<file path="src/rtl/mem_port_arbiter.sv">
`default_nettype none
// ============================================================================
// Module      : mem_port_arbiter
// Description : Arbitrates one shared memory port between an instruction-fetch
//               requester and a data load/store requester. Data normally wins
//               ties. A saturating starvation counter hands the port to fetch
//               once data has won STARVE_LIMIT consecutive grants while fetch
//               was waiting.
// Ports       : clk, rst            - clock, synchronous active-high reset
//               if_req/if_addr      - fetch request and address
//               if_ack/if_rdata     - fetch completion pulse and read data
//               d_req/d_we/d_addr/  - data request, store flag, address and
//               d_wdata               store data
//               d_ack/d_rdata       - data completion pulse and read data
//               mem_req/mem_we/     - shared memory request, driven only from
//               mem_addr/mem_wdata    the registers latched at grant time
//               mem_ack/mem_rdata   - memory completion pulse and read data
//               grant               - 00 idle, 01 fetch owns, 10 data owns
// Revision    : 1.0 - initial release
// ============================================================================
module mem_port_arbiter #(
  parameter int ADDR_WIDTH   = 32,
  parameter int DATA_WIDTH   = 32,
  parameter int STARVE_LIMIT = 4
) (
  input  logic                  clk,
  input  logic                  rst,
  input  logic                  if_req,
  input  logic [ADDR_WIDTH-1:0] if_addr,
  output logic                  if_ack,
  output logic [DATA_WIDTH-1:0] if_rdata,
  input  logic                  d_req,
  input  logic                  d_we,
  input  logic [ADDR_WIDTH-1:0] d_addr,
  input  logic [DATA_WIDTH-1:0] d_wdata,
  output logic                  d_ack,
  output logic [DATA_WIDTH-1:0] d_rdata,
  output logic                  mem_req,
  output logic                  mem_we,
  output logic [ADDR_WIDTH-1:0] mem_addr,
  output logic [DATA_WIDTH-1:0] mem_wdata,
  input  logic                  mem_ack,
  input  logic [DATA_WIDTH-1:0] mem_rdata,
  output logic [1:0]            grant
);

  // State encoding doubles as the grant debug code.
  typedef enum logic [1:0] {
    IDLE   = 2'b00,
    BUSY_I = 2'b01,
    BUSY_D = 2'b10
  } state_t;

  localparam logic [2:0] c_starve_limit = 3'(STARVE_LIMIT);

  state_t                state_q,      state_d;
  logic [2:0]            starve_cnt_q, starve_cnt_d;
  logic                  if_ack_q,     if_ack_d;
  logic                  d_ack_q,      d_ack_d;
  logic [DATA_WIDTH-1:0] if_rdata_q,   if_rdata_d;
  logic [DATA_WIDTH-1:0] d_rdata_q,    d_rdata_d;
  logic                  mem_we_q,     mem_we_d;
  logic [ADDR_WIDTH-1:0] mem_addr_q,   mem_addr_d;
  logic [DATA_WIDTH-1:0] mem_wdata_q,  mem_wdata_d;

  // A request whose ack is high this cycle has just completed; the requester
  // only drops it after seeing the ack, so it must not be granted again.
  logic w_if_elig;
  logic w_d_elig;
  logic w_starved;

  assign w_if_elig = if_req && !if_ack_q;
  assign w_d_elig  = d_req  && !d_ack_q;
  assign w_starved = (starve_cnt_q == c_starve_limit);

  always_comb begin
    state_d      = state_q;
    starve_cnt_d = starve_cnt_q;
    if_ack_d     = 1'b0;
    d_ack_d      = 1'b0;
    if_rdata_d   = if_rdata_q;
    d_rdata_d    = d_rdata_q;
    mem_we_d     = mem_we_q;
    mem_addr_d   = mem_addr_q;
    mem_wdata_d  = mem_wdata_q;

    unique case (state_q)
      IDLE: begin
        // mem_ack seen here is stale or spurious and is deliberately ignored.
        if (w_d_elig && !(w_if_elig && w_starved)) begin
          state_d     = BUSY_D;
          mem_we_d    = d_we;
          mem_addr_d  = d_addr;
          mem_wdata_d = d_wdata;
          // Count only grants that make a waiting fetch wait longer.
          if (if_req) begin
            if (!w_starved) begin
              starve_cnt_d = starve_cnt_q + 3'd1;
            end
          end else begin
            starve_cnt_d = 3'd0;
          end
        end else if (w_if_elig) begin
          state_d      = BUSY_I;
          mem_we_d     = 1'b0;
          mem_addr_d   = if_addr;
          mem_wdata_d  = '0;
          starve_cnt_d = 3'd0;
        end
      end
      BUSY_I: begin
        if (mem_ack) begin
          state_d    = IDLE;
          if_ack_d   = 1'b1;
          if_rdata_d = mem_rdata;
        end
      end
      BUSY_D: begin
        if (mem_ack) begin
          state_d   = IDLE;
          d_ack_d   = 1'b1;
          d_rdata_d = mem_rdata;
        end
      end
      default: begin
        state_d = IDLE;
      end
    endcase
  end

  always_ff @(posedge clk) begin
    if (rst) begin
      state_q      <= IDLE;
      starve_cnt_q <= 3'd0;
      if_ack_q     <= 1'b0;
      d_ack_q      <= 1'b0;
      if_rdata_q   <= '0;
      d_rdata_q    <= '0;
      mem_we_q     <= 1'b0;
      mem_addr_q   <= '0;
      mem_wdata_q  <= '0;
    end else begin
      state_q      <= state_d;
      starve_cnt_q <= starve_cnt_d;
      if_ack_q     <= if_ack_d;
      d_ack_q      <= d_ack_d;
      if_rdata_q   <= if_rdata_d;
      d_rdata_q    <= d_rdata_d;
      mem_we_q     <= mem_we_d;
      mem_addr_q   <= mem_addr_d;
      mem_wdata_q  <= mem_wdata_d;
    end
  end

  assign mem_req   = (state_q != IDLE);
  assign mem_we    = mem_we_q;
  assign mem_addr  = mem_addr_q;
  assign mem_wdata = mem_wdata_q;
  assign if_ack    = if_ack_q;
  assign d_ack     = d_ack_q;
  assign if_rdata  = if_rdata_q;
  assign d_rdata   = d_rdata_q;
  assign grant     = state_q;

endmodule
`default_nettype wire

</file>
<file path="config.mk">
export PLATFORM = sky130hd
export DESIGN_NAME = mem_port_arbiter
export DESIGN_NICKNAME = d
export VERILOG_FILES = /design/src/rtl/mem_port_arbiter.sv
export SDC_FILE = /design/constraint.sdc
export NUM_CORES = 1
export LEC_CHECK = 0
export ABC_AREA = 1
export CAP_MARGIN = 20
export CORE_AREA = 10 10 124 126
export DETAILED_ROUTE_END_ITERATION = 10
export DIE_AREA = 0 0 134 136
export GPL_TIMING_DRIVEN = 0
export MAX_ROUTING_LAYER = met4
export PLACE_DENSITY = 0.88
export SETUP_SLACK_MARGIN = 0.3
export SYNTH_ARGS = -nofsm -noshare
export SYNTH_HDL_FRONTEND = slang
export SYNTH_SLANG_ARGS = --single-unit
</file>
<file path="constraint.sdc">
create_clock -name clk -period 4.2 [get_ports clk]
set_input_delay 0.42 -clock clk [delete_from_list [all_inputs] [get_ports clk]]
set_output_delay 0.42 -clock clk [all_outputs]
set_load 0.005 [all_outputs]
</file>
**Yosys cells after proc, flatten, opt, wreduce, memory -nomap -nowiden**

Index checks and enable logic that the tools add are counted.

- Bitwise operators: 2
- Reductions and logical operators: 18
- Eq/ne operators: 6
- Mux-type cells: 15
- $add $sub $neg: 1

Operator list:

| cell | count |
|---|---|
| 32-bit 2-to-1 mux | 4 |
| 3-bit 2-to-1 mux | 4 |
| 2-bit AND reduction | 4 |
| 2-bit 2-to-1 mux | 3 |
| 3-bit != test, second input constant | 2 |
| 2-bit OR reduction | 3 |
| 1-bit logical AND | 4 |
| 2-bit case mux with 2 select lines | 1 |
| 2-bit nonzero test | 2 |
| 3-bit by 1-bit adder with 3-bit output, second input constant | 1 |
| 3-bit equality test, second input constant | 1 |
| 1-bit zero test | 3 |
| 1-bit 2-to-1 mux | 3 |
| 3-bit AND reduction | 1 |
| 2-bit by 1-bit equality test with 1-bit output, second input constant | 1 |
| 2-bit equality test, second input constant | 1 |
| 2-bit zero test | 1 |
| 2-bit by 1-bit != test with 1-bit output, second input constant | 1 |
| 1-bit NOT | 2 |

- Input port bits: 134
- Logic and storage cells: 51
- Register bits: 136
- Output and inout port bits: 134

**Logic depth before layout (Yosys ltp)**

- Depth in word-level cells: 7
- Gate-level depth with buffers: 10
- Depth with buffers taken out: 10

**Worst setup path after synthesis**

OpenSTA, ideal clock, no wires.

- Kind: flip-flop to flip-flop
- From: register starve_cnt_q[0]
- To: register mem_wdata_q[10], in the netlist mem_wdata[10]
- Arrival: 1.277 ns
- Path buffers: 1
- Period minus slack after synthesis: 1.347 ns
- Setup time: 0.070 ns
- Slack: 2.853 ns
- Cell stages (with the launch flop): 11
- Data required time: 4.130 ns
- Path through: dfxtp_1 inv_1 ha_1 nand2_1 inv_1 nand2_4 nand2_8 nor2_8 buf_6 nand2_1 a21oi_1

- Cells in the longest elaborated chain, start to end: 6
- Elaborated cells between the ends (all ways): 7
- Classes of those cells: 1 x eq/ne; 1 x mux; 5 x reduce/logical

RTL lines:

| item | line | text |
|---|---|---|
| from (decl) | 57 | `logic [2:0] starve_cnt_q, starve_cnt_d;` |
| from (signal assigned) | 144 | `starve_cnt_q <= starve_cnt_d;` |
| 3-bit equality test (*) | 74 | `assign w_starved = (starve_cnt_q == c_starve_limit);` |
| 1-bit logical AND (*) | 90 | `if (w_d_elig && !(w_if_elig && w_starved)) begin` |
| 1-bit zero test (*) | 90 |  |
| 1-bit logical AND (*) | 90 |  |
| 2-bit nonzero test (no line) | -- |  |
| 2-bit AND reduction (no line) | -- |  |
| to (signal assigned) | 151 | `mem_wdata_q <= mem_wdata_d;` |
| to (decl) | 64 | `logic [DATA_WIDTH-1:0] mem_wdata_q, mem_wdata_d;` |

Mark *: on every way between the ends. The rest lies on a longest branch, timed or not.
A chain may end at the register's enable or synchronous reset.

**Final worst setup path**

- From: register state_q[0], in the netlist grant[0]
- To: output mem_req

- Cells in the longest elaborated chain, start to end: 1

RTL lines:

| item | line | text |
|---|---|---|
| from (decl) | 56 | `state_t state_q, state_d;` |
| from (signal assigned) | 143 | `state_q <= state_d;` |
| 2-bit nonzero test | 155 | `assign mem_req = (state_q != IDLE);` |
| to (decl) | 38 | `output logic mem_req,` |

Every way passes these cells.

==> results.txt <==
run status -> finished clean
Critical Path AT -> 1.90 ns
ant diodes -> 0
number of global-route vias before repair -> 5973
worst-margin pin slew -> 0.5214 ns
dpl hpwl -> 15700 µm
Placed Cells -> 1203
Hold WC Path Type -> reg -> reg
vias -> 5955
CTS tree -> done
share of cells above drive strength 1 -> 6.610%
sum of negative setup slack -> 0 ns
Met2 Wirelength -> 9821 µm
Synth area leaders -> dfxtp_1, nand2_1, nor2_1, a21oi_1, nand3_1
Mapped Avg Cell Area -> 7.298 µm²
CTS clk-pin slew, worst paths -> 0.06 ns
# rows -> 42
synthesis-to-finish area growth -> 62.36%
final wirelength -> 20630 µm
Port Buf Inserts -> 266
top_reg_cell synth -> dfxtp_1
Post-CTS Setup Bufs -> 0
chip width -> 134 µm
metal1 wirelength -> 8002 µm
pin count of the biggest net entering global routing -> 17
Non-Filler Instances -> 1235
CP max stage delay -> 0.58 ns
static leakage -> 3.707 nW
multi-input logic area -> 2242 µm²
Hold Fails Final Rpt -> 0
P per Cell Area -> 414.8 nW/µm²
Max stage delay cell, worst path -> clkdlybuf4s50_1
CP max FO -> 4
number of clock sinks -> 136
critical-path cell list -> inv_1 -> ha_1 -> inv_2 -> clkdlybuf4s50_1
worst skew pair latency -> 0.41 ns
Crit Path Class -> reg -> out
total I/O pin count -> 268
delay-heaviest family, CP -> buffers and inverters
Placement Setup Slack -> 2.120 ns
Clock Skew -> 0.006556 ns
routed vias/inst -> 4.822
Async S/R FF share, synth -> 0%
fin crit period -> 2.321 ns
worst path bufs/invs -> 3
Routed Antenna Nets -> 0
synthesized area -> 5554 µm²
FF+latch count, synth -> 136
FF+latch area -> 2723 µm²
Commonest cells post-synth -> nand2_1, nor2_1, dfxtp_1
hold-fix buffers at CTS -> 0
Syn Inst Count -> 761
Pins Over Slew Limit -> 0
Max VDD drop -> 351.1 µV
DRT Pass-1 Iters -> 5
drt drc -> 0
crit path capture type -> output pin
max cap viols -> 0
Syn Nets -> 900
antenna violations before repair -> 0
Tot GR Track Use -> 22.54%
WL met3 -> 2436 µm
CP Launch Type -> register
Critical Path RT -> 3.78 ns
RSZ-0062 raised after global routing -> false
cell area after layout -> 9017 µm²
H-tree depth -> 4
Die ar. -> 18220 µm²
area leader, netlist -> dfxtp_1
Netlist cell types -> 24
fin crit share -> 55.26%
uppermost layer routed -> met4
post-CTS sizing -> 0
first-pass GRT wire length -> 31470 µm
EDFF count, synth -> 0
Setup-failing EPs final -> 0
Core Box Area -> 12980 µm²
synth warn -> 0
post-synth top area share -> 49.02%
Clock Tree Buf Depth -> 2
die height -> 136 µm
Area after DPL -> 8437 µm²
routability congestion estimate from global placement -> 0.8511
Slew headroom -> 65.24%
Seq/Total Area, Yosys -> 49.02%
Initial DRC Count -> 260
count leader, synth -> nand2_1
PnR worst setup slack -> 1.879 ns
# nets final -> 1185
CTS Buf Count -> 17
post-DR wirelength/cell -> 16.70 µm
fill count -> 1034
Max Clock Freq -> 430.9 MHz
CTS Root Cell -> clkbuf_16
Remaining Overflow, GRT -> 0
Initial Util -> 42.79%
==> path summary, 6_finish.rpt <==
| check | from | endpoint | slack (ns) | depth (start not counted) |
|---|---|---|---|---|
| setup / recovery | grant[0] | mem_req | 1.88 | 4 |
| hold / removal | mem_addr[2] | mem_addr[2] | 0.46 | 2 |
| setup reg to reg | grant[0] | mem_addr[3] | 2.54 | 7 |
| hold reg to reg | mem_addr[2] | mem_addr[2] | 0.46 | 2 |
==> logic make-up after synthesis <==
family                   Yosys count  share of synthesized area (%)
AND/OR/NAND/NOR                  356                          26.70
AO/OA/AOI/OAI                    137                          12.55
flip-flops                       136                          49.02
buffers and inverters            127                          10.61
adder cells (fa/ha/maj)            5                          1.126
==> worst register-to-register path, cell delays in order (launching register included) <==
cell and delay, ns:
dfxtp_1 0.34, inv_1 0.09, ha_1 0.26, inv_2 0.13, a21oi_4 0.24, buf_2 0.27, nand3_1 0.13, a21oi_1 0.13
==> through the flow <==
step | hold slack [ns] | utilization, % | total power, mW
CTS | 0.4626 | 69.47 | 3.774
floorplan | 0.4598 | - | 1.845
global route | 0.4781 | 69.47 | 3.922
finish | 0.4605 | 69.47 | 3.741
detailed placement | 0.4531 | 65.00 | 2.311
global placement | 0.4496 | 65.00 | 2.292
==> layout make-up <==
class / instances / area share, %
plain buffers: 49 / 3.288
clock buffers: 18 / 4.759
clock inverters: 14 / 1.679
inverters: 78 / 3.247
multi-input cells: 498 / 24.86
flip-flops and latches: 136 / 30.19
well taps: 176 / 2.442
repair buffers: 266 / 29.53
==> layer usage <==
metal	vias to the layer above	GRT usage, %
li1	2968	-
met1	2716	23.86
met2	250	36.43
met3	21	10.66
met4	0	7.920
met5	-	-
==> report_power, final <==
| part | leakage, nW | internal, mW | total [mW] | switching (mW) |
|---|---|---|---|---|
| logic | 2.33 | 0.447 | 0.821 | 0.374 |
| registers | 1.11 | 1.40 | 1.46 | 0.0598 |
| clock network | 0.268 | 0.876 | 1.46 | 0.581 |
==> state kept, by name, summed over array words and instances, names as in the netlist <==
name          cells
d_ack             1
d_rdata          32
grant             2
if_ack            1
if_rdata         32
mem_addr         32
mem_wdata        32
mem_we            1
starve_cnt_q      3
==> cell usage in the layout, fill, tap and decap left out, types with 6 or more instances in the layout <==
master and count:
buf_2 15, clkbuf_1 23, o21ai_1 6, nand2_1 144, o21ai_0 61, a21oi_1 69, inv_1 74, nor2_1 138
clkbuf_16 17, clkdlybuf4s50_1 266, dfxtp_1 136, nand3_1 65
(Power assumes the default switching activity.)
